<file path="src/rtl/vcache_req_arbiter.sv">
// Round-robin arbiter sharing one vcache among num_req_p requesters.
// Ports: per-requester req/resp handshakes, one cache pkt/resp port,
// per-requester grant counters and current outstanding-request count.
// A tag FIFO of requester IDs routes in-order responses back to owners.
module vcache_req_arbiter #(
    parameter int num_req_p    = 4,
    parameter int pkt_width_p  = 74,
    parameter int data_width_p = 32,
    parameter int max_out_p    = 4,
    parameter int ctr_width_p  = 32,
    localparam int occ_w_lp    = $clog2(max_out_p + 1)
) (
    input  logic                             clk_i,
    input  logic                             reset_i,
    input  logic [num_req_p-1:0]             req_v_i,
    input  logic [num_req_p*pkt_width_p-1:0] req_pkt_i,
    output logic [num_req_p-1:0]             req_ready_o,
    output logic                             cache_v_o,
    output logic [pkt_width_p-1:0]           cache_pkt_o,
    input  logic                             cache_ready_i,
    input  logic                             cache_v_i,
    input  logic [data_width_p-1:0]          cache_data_i,
    output logic                             cache_yumi_o,
    output logic [num_req_p-1:0]             resp_v_o,
    output logic [data_width_p-1:0]          resp_data_o,
    input  logic [num_req_p-1:0]             resp_yumi_i,
    output logic [num_req_p*ctr_width_p-1:0] grant_count_o,
    output logic [occ_w_lp-1:0]              outstanding_o
);

    localparam int id_w_lp  = $clog2(num_req_p);
    localparam int ptr_w_lp = (max_out_p > 1) ? $clog2(max_out_p) : 1;

    logic [id_w_lp-1:0]     last_q, last_d;
    logic [id_w_lp-1:0]     tag_q [max_out_p];
    logic [id_w_lp-1:0]     tag_d [max_out_p];
    logic [ptr_w_lp-1:0]    wr_ptr_q, wr_ptr_d;
    logic [ptr_w_lp-1:0]    rd_ptr_q, rd_ptr_d;
    logic [occ_w_lp-1:0]    occ_q, occ_d;
    logic [ctr_width_p-1:0] ctr_q [num_req_p];
    logic [ctr_width_p-1:0] ctr_d [num_req_p];

    logic [id_w_lp-1:0] cand;
    logic [id_w_lp-1:0] head;
    logic               found;
    logic               fifo_full;
    logic               fifo_empty;
    logic               push;
    logic               pop;
    logic               resp_live;

    function automatic logic [ptr_w_lp-1:0] ptr_inc(
        input logic [ptr_w_lp-1:0] p
    );
        if (p == ptr_w_lp'(max_out_p - 1)) return '0;
        return p + 1'b1;
    endfunction

    // Scan from the requester after the last winner, wrapping around.
    always_comb begin
        cand  = '0;
        found = 1'b0;
        for (int k = 1; k <= num_req_p; k++) begin
            logic [id_w_lp-1:0] idx;
            idx = id_w_lp'((int'(last_q) + k) % num_req_p);
            if (!found && req_v_i[idx]) begin
                found = 1'b1;
                cand  = idx;
            end
        end
    end

    assign fifo_full  = (occ_q == occ_w_lp'(max_out_p));
    assign fifo_empty = (occ_q == '0);

    // Full blocks issue even if a pop is under way this cycle (no bypass).
    assign cache_v_o   = ~reset_i & found & ~fifo_full;
    assign cache_pkt_o = req_pkt_i[cand*pkt_width_p +: pkt_width_p];
    assign push        = cache_v_o & cache_ready_i;

    always_comb begin
        req_ready_o = '0;
        if (push) req_ready_o[cand] = 1'b1;
    end

    assign head         = tag_q[rd_ptr_q];
    assign resp_live    = ~reset_i & cache_v_i & ~fifo_empty;
    assign resp_data_o  = cache_data_i;
    assign cache_yumi_o = resp_live & resp_yumi_i[head];
    assign pop          = cache_yumi_o;

    always_comb begin
        resp_v_o = '0;
        if (resp_live) resp_v_o[head] = 1'b1;
    end

    always_comb begin
        last_d   = last_q;
        tag_d    = tag_q;
        wr_ptr_d = wr_ptr_q;
        rd_ptr_d = rd_ptr_q;
        occ_d    = occ_q;
        ctr_d    = ctr_q;
        if (push) begin
            last_d        = cand;
            tag_d[wr_ptr_q] = cand;
            wr_ptr_d      = ptr_inc(wr_ptr_q);
            ctr_d[cand]   = ctr_q[cand] + 1'b1;
        end
        if (pop) rd_ptr_d = ptr_inc(rd_ptr_q);
        unique case ({push, pop})
            2'b10:   occ_d = occ_q + 1'b1;
            2'b01:   occ_d = occ_q - 1'b1;
            default: occ_d = occ_q;
        endcase
    end

    always_ff @(posedge clk_i or posedge reset_i) begin
        if (reset_i) begin
            last_q   <= id_w_lp'(num_req_p - 1);
            tag_q    <= '{default: '0};
            wr_ptr_q <= '0;
            rd_ptr_q <= '0;
            occ_q    <= '0;
            ctr_q    <= '{default: '0};
        end else begin
            last_q   <= last_d;
            tag_q    <= tag_d;
            wr_ptr_q <= wr_ptr_d;
            rd_ptr_q <= rd_ptr_d;
            occ_q    <= occ_d;
            ctr_q    <= ctr_d;
        end
    end

    for (genvar i = 0; i < num_req_p; i++) begin : g_cnt
        assign grant_count_o[i*ctr_width_p +: ctr_width_p] = ctr_q[i];
    end

    assign outstanding_o = occ_q;

    // A response with nothing outstanding means the cache is out of sync.
    resp_without_req_a: assert property (
        @(posedge clk_i) disable iff (reset_i) !(cache_v_i && fifo_empty)
    );

endmodule

</file>
<file path="config.mk">
export PLATFORM = sky130hd
export DESIGN_NAME = vcache_req_arbiter
export DESIGN_NICKNAME = d
export VERILOG_FILES = /design/src/rtl/vcache_req_arbiter.sv
export SDC_FILE = /design/constraint.sdc
export NUM_CORES = 1
export LEC_CHECK = 0
export CELL_PAD_IN_SITES_DETAIL_PLACEMENT = 0
export CELL_PAD_IN_SITES_GLOBAL_PLACEMENT = 1
export CORE_AREA = 5 5 223 225
export CTS_CLUSTER_SIZE = 28
export DETAILED_ROUTE_END_ITERATION = 6
export DIE_AREA = 0 0 228 230
export PLACE_DENSITY = 0.66
export SETUP_SLACK_MARGIN = 0.5
export SLEW_MARGIN = 20
export SYNTH_ARGS = -nofsm -noshare
export SYNTH_HDL_FRONTEND = slang
export SYNTH_SLANG_ARGS = --single-unit
export TNS_END_PERCENT = 20
</file>
<file path="constraint.sdc">
create_clock -name clk_i -period 17.9 [get_ports clk_i]
set_clock_uncertainty 0.05 [all_clocks]
set_input_delay 5.37 -clock clk_i [delete_from_list [all_inputs] [get_ports clk_i]]
set_output_delay 5.37 -clock clk_i [all_outputs]
set_load 0.005 [all_outputs]
</file>
After elaboration in Yosys (flattened, before gate mapping)
Cells that the tools add are included.
{"block": "word_totals", "register_bits": 145, "inputBits": 340, "output_inout_bits": 247, "wordCells": 110}
{"block": "classes", "n_addsub": 9, "mul": 1, "magnitude_cmp": 13, "n_eq_ne": 5, "shifts": 1, "muxes": 45, "bitwise": 12, "n_reduce_logical": 12}
{"op": "$shiftx 296x10->74", "count": 1}
{"op": "$bwmux 128", "count": 1}
{"op": "$mux 32", "count": 3}
{"op": "$bmux 32 s2", "count": 1}
{"op": "$demux 32 s2", "count": 1}
{"op": "$add 32x1->32 const B", "count": 1}
{"op": "$mux 2", "count": 11}
{"op": "$lt 2x3->1 const B", "count": 6}
{"op": "$mux 1", "count": 15}
{"op": "$bmux 1 s2", "count": 5}
{"op": "$ge 3x3->1 const B", "count": 3}
{"op": "$not 2->3", "count": 3}
{"op": "$add 2x1->2 const B", "count": 4}
{"op": "$bwmux 8", "count": 1}
{"op": "$mul 2x6->8 const B", "count": 1}
{"op": "$mux 4", "count": 2}
{"op": "$logic_and 1x1->1", "count": 7}
{"op": "$and 1x1->1", "count": 6}
{"op": "$eq 2x2->1 const B", "count": 3}
{"op": "$lt 3x1->1 const B", "count": 2}
{"op": "$pmux 3 s2", "count": 1}
{"op": "$add 2x2->2 const B", "count": 2}
{"op": "$bmux 2 s2", "count": 1}
{"op": "$demux 1 s2", "count": 2}
{"op": "other kinds (10)", "count": 15}

Logic depth before layout (Yosys ltp)
Gate-level depths: netlist of the first run.
{"block": "logic_depth", "depth_word": 19, "mapped_depth": 13, "depth_no_buf": 10}

Worst setup path after synthesis of the first run
OpenSTA, ideal clock, no wires.
{"block": "synth_path", "path_kind": "input-to-output", "startpoint": "input port reset_i", "endpoint": "output port resp_v_o[0]", "arrival_time_ps": 9218, "slack_ps": 3262, "path_stages": 3, "n_path_buf": 0, "path_cell_list": "inv_1 -> o311a_1 -> nor3b_1"}
{"block": "synth_via", "elab_chain_cells": 4}
{"element": "from (decl)", "line": "14", "rtl": "input logic reset_i,"}
{"element": "$not 1->1", "line": "87", "rtl": "assign resp_live = ~reset_i & cache_v_i & ~fifo_empty;"}
{"element": "$and 1x1->1 (2 in a row)", "line": "87"}
{"element": "$mux 4", "line": "94", "rtl": "if (resp_live) resp_v_o[head] = 1'b1;"}
{"element": "to (decl)", "line": "24", "rtl": "output logic [num_req_p-1:0] resp_v_o,"}
No other way between the ends.

Worst setup path in the final report of the first run
{"block": "layout_path", "startpoint": "input port req_v_i[0]", "endpoint": "output port cache_pkt_o[66]"}
{"block": "layout_via", "elab_chain_cells": 14, "elab_cells_between_ends": 23, "cone_classes": "mul: 1; shift: 1; mux: 15; reduce/logical: 6"}
{"element": "from (decl)", "line": "15", "rtl": "input logic [num_req_p-1:0] req_v_i,"}
{"element": "$bmux 1 s2", "line": "66", "rtl": "if (!found && req_v_i[idx]) begin"}
{"element": "$mux 1 (not written as such)", "line": "66"}
{"element": "$mux 1", "line": "66"}
{"element": "$logic_not 1->1", "line": "66"}
{"element": "$logic_and 1x1->1", "line": "66"}
{"element": "$mux 1", "line": "66"}
{"element": "$logic_not 1->1", "line": "66"}
{"element": "$logic_and 1x1->1", "line": "66"}
{"element": "$mux 1", "line": "66"}
{"element": "$logic_not 1->1", "line": "66"}
{"element": "$logic_and 1x1->1", "line": "66"}
{"element": "$mux 2 (*)", "line": "66"}
{"element": "$mul 2x6->8 (*)", "line": "78", "rtl": "assign cache_pkt_o = req_pkt_i[cand*pkt_width_p +: pkt_width_p];"}
{"element": "$shiftx 296x10->74 (*)", "line": "78"}
{"element": "to (decl)", "line": "19", "rtl": "output logic [pkt_width_p-1:0] cache_pkt_o,"}
Every way passes the cells marked *; elsewhere a longest branch is shown, timed or not. The select of a mux whose other input is x is not followed.

==> results of run 1 <==
-- layout by cell type, fill, tap and decap left out, drive strengths merged, types with 38 or more instances in the layout --
master	netlist	layout
nor2	73	73
nand2	418	418
dfrtp	143	143
a31oi	75	75
a32oi	40	40
nand3	38	38
o21ai	115	115
and3	84	84
clkdlybuf4s50	0	522
a21oi	61	61
-- registers in the layout, indices dropped and copies added (netlist names) --
register	count
grant_count_o	128
tag_q	8
outstanding_o	3
last_q	2
rd_ptr_q	2
wr_ptr_q	2
-- path summary, 6_finish.rpt --
path / cells after the start / slack, ps / startpoint / end
min in group asynchronous: 2 / 5410 / reset_i / outstanding_o[1]
max in group asynchronous: 3 / 10980 / reset_i / grant_count_o[14]
max: 9 / 3320 / req_v_i[0] / cache_pkt_o[66]
min: 1 / 420 / grant_count_o[95] / grant_count_o[95]
max reg2reg: 12 / 13220 / last_q[1] / grant_count_o[126]
min reg2reg: 1 / 420 / grant_count_o[95] / grant_count_o[95]
-- power groups by stage --
stage	sequential, W	combinational (W)	clock, W
after floorplan	0.000606	0.000810	0
after global placement	0.000643	0.00166	0
after detailed placement	0.000645	0.00167	0
after CTS	0.000639	0.00169	0.000374
after global routing	0.000662	0.00182	0.000387
final	0.000638	0.00166	0.000367
-- stage by stage --
step / instance area, um2 / setup WS, ps
floorplan: 9770 / 3260
global placement: 15300 / 3310
detailed placement: 15300 / 3300
CTS: 15900 / 3270
global route: 15900 / 3120
finish: 15900 / 3320
-- layout make-up --
type,count,area (um2),area share (%)
antenna,5,12.5,0.0787
tap,615,769,4.84
timing repair buffer,535,5350,33.7
clock buffer,21,480,3.02
clock inverter,11,128,0.803
sequential,145,3630,22.9
inverter,12,50.0,0.315
multi-input combinational,1020,5470,34.4
-- worst max-delay path, delay by kind of cell --
| kind | cells | cell delay (ps) |
|---|---|---|
| compound gates | 3 | 1010 |
| buf+inv | 3 | 1600 |
| simple gates | 3 | 1010 |
-- cells by family (layout without fill, tap and decap cells) --
| logic type | Yosys count | count (layout) | share of synthesized area [%] |
|---|---|---|---|
| and+or+nand+nor | 649 | 649 | 29.1 |
| AOI/OAI and AO/OA | 315 | 315 | 20.2 |
| buffers and inverters | 149 | 579 | 7.38 |
| DFF | 145 | 145 | 37.2 |
| xor gates and xnor gates | 37 | 37 | 3.55 |
| muxes | 11 | 11 | 1.56 |
| adders and majority gates | 8 | 8 | 1.10 |
| other | 0 | 5 | 0 |
-- metal layers --
layer | track usage (%) | up-vias | wire length (um)
met5 | 0 | - | 0
li1 | - | 5370 | -
met2 | 38.7 | 501 | 29800
met3 | 7.36 | 76 | 5010
met1 | 23.8 | 5540 | 22100
met4 | 3.91 | 0 | 953
==> summary.txt, run 1 <==
Run
  • Maxcap violations: 0

Synthesis
  • Area share of the largest cell type after synthesis: a little over a third
  • Mapped Cells: 1314
  • Seq/Total Area, Yosys: a little under two fifths
  • Distinct cells, synth: 57
  • Main synth FF type: dfrtp_1
  • Syn Area/Cell: roughly 7.4 um2
  • Count leader, synth: nand2_1
  • Synth area leader: dfrtp_1
  • Post-synth ARST share: between 90% and 100%
  • Syn_nets: 1662
  • Synthesis-stage register bit count: 145
  • Synth warn: 0
  • Area contributors post-synth: dfrtp_1 (37%), nand2_1 (16%), and3_1 (5.4%)
  • Most frequent cells after synthesis: nand2_1 (418), dfrtp_1 (143), o21ai_0 (96)
  • Netlist area before placement: slightly below 0.01 mm2
  • Post-synth EDFFs: 0

Die
  • Initial core utilization: about 21%
  • Die Ht: 230 um
  • Die Width: 228 um
  • Core box area: 0.0473 mm2
  • Row cnt: 80
  • IO Count: roughly 590
  • Die ar.: approximately 0.052 mm2

Setup path
  • Critical Path Sink Type: primary output
  • WP data required: about 12000 ps
  • Largest stage delay on the critical path: approximately 730 ps
  • Crit Path Class: input port to primary output
  • CP max FO: roughly 130
  • CP startpoint kind: input port
  • CP max-delay cell: nor2_4
  • CP most frequent cell: clkdlybuf4s50_1
  • Worst EP arrival: a little over 9000 ps
  • Critical path, cell by cell: clkdlybuf4s50_1 > o21a_1 > o21a_2 > nor2_4 > buf_12 > nand2_1 > and3_1 > a31oi_1 > clkdlybuf4s50_1

Layout
  • # fillers: 5046
  • P&R area growth vs syn: 62.7%
  • Non-Filler Instances: 2364
  • Share of cells above drive strength 1: roughly 5.3%
  • Final net count: 2079
  • Util after Layout: about a third

Clock network
  • Cts bufs inserted: 17
  • CTS Hold Bufs: 0
  • CTS root buf: clkbuf_16
  • Worst-path clk slew: about 60 ps
  • CTS H-Tree Depth: 4
  • CTS tree: built
  • CTS Sinks: ~150
  • Post-CTS Resized: 0
  • Worst skew pair latency: between 400 and 500 ps
  • Clock buffer depth: 2
  • Post-CTS setup buffer count: 0

Power and ir drop
  • Leakage power: between 6 and 7 nW
  • Sequential power share: 23.9%
  • Power Density: 168 mW/mm2
  • Worst vdd ir: about 0.067 mV
  • Sw Ratio: 43.5%
  • Total power draw: approximately 0.0027 W
  • Clock power share: 13.8%
  • Comb power frac: between 60 and 70%
  • Sw power: roughly 0.0012 W
  • Int Pwr: roughly 0.0015 W

Timing
  • Slew @ Worst Pin: between 900 and 1000 ps
  • Relative slew slack: a little under two fifths
  • Setup-failing EPs final: 0
  • Max-slew violation count: 0
  • Hold_ws: approximately 420 ps
  • Max Freq: between 60 and 70 MHz
  • RSZ-0062 raised after global routing: no
  • Minimum clock period: about 15000 ps
  • Tcrit/Tclk final: between 80% and 90%
  • Fin Setup TNS: 0 ps
  • Fin. Hold Viols: 0

Route
  • DR vias: around 11000
  • Antenna-violating nets left: 0
  • Vias per cell: 4.86
  • Drt first-iter violations: between 700 and 800
  • WL/cell: between 20 and 25 um
  • DRT Pass-1 Iters: 5
  • DRT Wirelength: roughly 58000 um
  • Post-route DRC: 0

Global routing
  • First-pass GRT wire length: 82600 um
  • Grt ovf: 0
  • Vias in the first global route: about 12000
  • Tot GR Track Use: about a fifth
  • Largest net degree at the start of global routing: 133
  • Initial antenna violation count: 22

Min path
  • Worst Hold Class: flop to flop

Placed design
  • Placer Congestion: between 0.9 and 1
  • Placed cells: 2327
  • PortBufs: between 500 and 600
  • HPWL Detailed: 45400 um

Run status
  • Outcome: complete, no violations
(Power assumes the default switching activity.)
==> inputs of run 2 (changes only) <==
CORE_AREA = default   (was 5 5 223 225)
CORE_ASPECT_RATIO = 0.5   (was default)
CORE_MARGIN = 5   (was default)
CORE_UTILIZATION = 26   (was default)
DIE_AREA = default   (was 0 0 228 230)
PLACE_DENSITY = 0.81   (was 0.66)
clock period = 14.1 ns   (was 17.9 ns; I/O delays follow)
==> summary.txt, run 2 (synthesis gave the netlist of run 1 again) <==
Route
  • Drt first-iter violations: 743 (was 762)
  • Post-route DRC: 0 (unchanged)
  • DRT Wirelength: 53600 um (was 57900 um)
  • Antenna-violating nets left: 0 (unchanged)
  • Vias per cell: 5.07 (was 4.86)
  • DRT Pass-1 Iters: 5 (unchanged)
  • WL/cell: 23.9 um (was 24.5 um)
  • DR vias: 11400 (was 11500)

Clock network
  • Post-CTS setup buffer count: 0 (unchanged)
  • Post-CTS Resized: 0 (unchanged)
  • CTS root buf: clkbuf_16 (unchanged)
  • CTS Sinks: 145 (unchanged)
  • CTS H-Tree Depth: 4 (unchanged)
  • CTS Hold Bufs: 0 (unchanged)
  • Worst skew pair latency: 430 ps (about the same)
  • Worst-path clk slew: 60 ps (about the same)
  • Clock buffer depth: 2 (unchanged)
  • Cts bufs inserted: 17 (unchanged)
  • CTS tree: built (unchanged)

Layout
  • P&R area growth vs syn: 61.6% (was 62.7%)
  • Share of cells above drive strength 1: 5.33% (about the same)
  • Most common cell after layout, fill and taps aside: clkdlybuf4s50_1 (unchanged)
  • Most frequent cells in the layout: clkdlybuf4s50_1 (522), nand2_1 (416), dfrtp_1 (143) (unchanged)
  • Max reg flops: 128 (unchanged)
  • Register area: 0.00363 mm2 (unchanged)
  • Util after Layout: 42.4% (was 33.6%)
  • # fillers: 3714 (was 5046)
  • Footprint of the multi-input gates: 0.00547 mm2 (about the same)
  • Final net count: 2081 (was 2079)

Die
  • Core box area: 0.0372 mm2 (was 0.0473 mm2)
  • Row cnt: 50 (was 80)
  • Initial core utilization: 26.2% (was 20.6%)
  • Die ar.: 0.0418 mm2 (was 0.0524 mm2)
  • Die Ht: 147 um (was 230 um)
  • Die Width: 284 um (was 228 um)
  • IO Count: 587 (unchanged)

Timing
  • RSZ-0062 raised after global routing: no (unchanged)
  • Fin Setup TNS: 0 ps (unchanged)
  • Fin. Hold Viols: 0 (unchanged)
  • Relative slew slack: 37.3% (about the same)
  • Tcrit/Tclk final: between 80 and 90%
  • Slew @ Worst Pin: 937 ps (was 941 ps)
  • Hold_ws: 419 ps (was 424 ps)
  • Setup-failing EPs final: 0 (unchanged)
  • Max-slew violation count: 0 (unchanged)
  • Max Freq: 83.3 MHz
  • Minimum clock period: about 12000 ps

Power and ir drop
  • Power Density: 215 mW/mm2 (was 168 mW/mm2)
  • Sw Ratio: 42.8% (was 43.5%)
  • Clock power share: 14.0% (was 13.8%)
  • Comb power frac: 62.3% (about the same)
  • Sw power: 0.00145 W (was 0.00116 W)
  • Worst vdd ir: 0.117 mV (was 0.0668 mV)
  • Leakage power: 6.55 nW (was 6.53 nW)
  • Sequential power share: 23.7% (was 23.9%)
  • Int Pwr: 0.00194 W (was 0.00151 W)

Global routing
  • Initial antenna violation count: 22 (unchanged)
  • Vias in the first global route: 10900 (was 11600)
  • Largest net degree at the start of global routing: 100 (was 133)
  • First-pass GRT wire length: 76500 um (was 82600 um)
  • Grt ovf: 0 (unchanged)
  • Tot GR Track Use: 24.2% (was 21.1%)

Setup path
  • Crit path max-delay family: buffers and inverters (unchanged)
  • Critical Path Sink Type: primary output (unchanged)
  • CP bufs+invs: 4 (was 3)
  • Worst EP arrival: 7720 ps (was 9160 ps)
  • WP data required: 9820 ps (was 12480 ps)
  • Critical path origin: req_v_i[1] (was req_v_i[0])
  • CP max-delay cell: nand2_4 (was nor2_4)
  • CP max FO: 99 (was 132)
  • Crit Path Class: input port to primary output (unchanged)
  • RR Startpoint: last_q[1] (unchanged)
  • Largest stage delay on the critical path: 720 ps (was 730 ps)
  • CP most frequent cell: clkdlybuf4s50_1 (unchanged)
  • Critical path, cell by cell: clkdlybuf4s50_1 > nor2b_2 > a21oi_4 > buf_4 > nand2_4 > buf_12 > nand2_1 > and3_1 > a31oi_1 > clkdlybuf4s50_1 (was clkdlybuf4s50_1 > o21a_1 > o21a_2 > nor2_4 > buf_12 > nand2_1 > and3_1 > a31oi_1 > clkdlybuf4s50_1)
  • CP startpoint kind: input port (unchanged)

Placed design
  • PortBufs: 522 (unchanged)
  • HPWL Detailed: 40900 um (was 45400 um)
  • Placer Congestion: 0.943 (was 0.909)

Min path
  • HP Start: grant_count_o[127] (was grant_count_o[95])
  • Worst Hold Class: flop to flop (unchanged)

Run status
  • Outcome: complete, no violations (unchanged)

Run
  • Maxcap violations: 0 (unchanged)
[run 2: cell count changes in the layout (fill, tap and decap cells not counted)]
cell,change
bufinv_16,+1
diode_2,-2
nand2_4,-1
clkinvlp_4,-1
clkinv_4,-2
nand2_2,+1
buf_12,+2
clkbuf_1,+2
inv_6,-1
clkinv_2,+1
[run 2: final cells by class]
type / count / area share [%]
tap: 494 / 3.92
timing repair buffer: 537 / 34.2
sequential: 145 / 23.0
inverter: 12 / 0.317
antenna: 3 / 0.0476
multi-input combinational: 1020 / 34.6
clock inverter: 9 / 0.817
clock buffer: 23 / 3.09
[run 2: final timing paths]
| path | to | slack (ps) | depth (start not counted) |
|---|---|---|---|
| min in group asynchronous | rd_ptr_q[1] | 4330 | 2 |
| hold / removal | grant_count_o[127] | 420 | 1 |
| max in group asynchronous | grant_count_o[118] | 8350 | 3 |
| setup / recovery | cache_pkt_o[62] | 2100 | 10 |
| hold reg to reg | grant_count_o[127] | 420 | 1 |
| setup reg to reg | grant_count_o[93] | 9130 | 11 |
[run 2: stage by stage]
stage	total power [W]	setup WS [ps]	std cells	area (um2)
after floorplan	0.00180	1740	1314	9770
after global placement	0.00290	2200	2208	15200
after detailed placement	0.00291	2130	2208	15200
after CTS	0.00340	2120	2240	15800
after global routing	0.00361	1870	2242	15800
final	0.00339	2100	2243	15800
[run 2: worst reg2reg max path, cell delays in order, from the launching register on]
cell and delay (ps):
dfstp_2 630, nand2_1 150, a21oi_4 140, buf_4 520, nand2_4 640, buf_12 480, mux2_2 390, o2111ai_2 240
nor4_4 880, nand4_1 270, xnor2_2 330, a21oi_1 110
[run 2: layer usage]
layer  vias up  part of all wire [%]  track usage, %
met2       419                    49            41.2
met3        95                   9.9            10.4
li1       5355                     -               -
met1      5461                    39            28.8
met5         -                  0.43            1.48
met4        36                   1.9            4.79
[run 2: power by group through the flow]
stage	Combinational [W]	Sequential, W	Clock, W
after floorplan	0.00103	0.000769	0
after global placement	0.00210	0.000800	0
after detailed placement	0.00211	0.000804	0
after CTS	0.00212	0.000802	0.000478
after global routing	0.00228	0.000828	0.000499
final	0.00211	0.000803	0.000475
==> inputs of run 3 (changes only) <==
SLEW_MARGIN = default   (was 20)
==> results of run 3 <==
Final layout, timing and power as in run 2 (identical DEF).
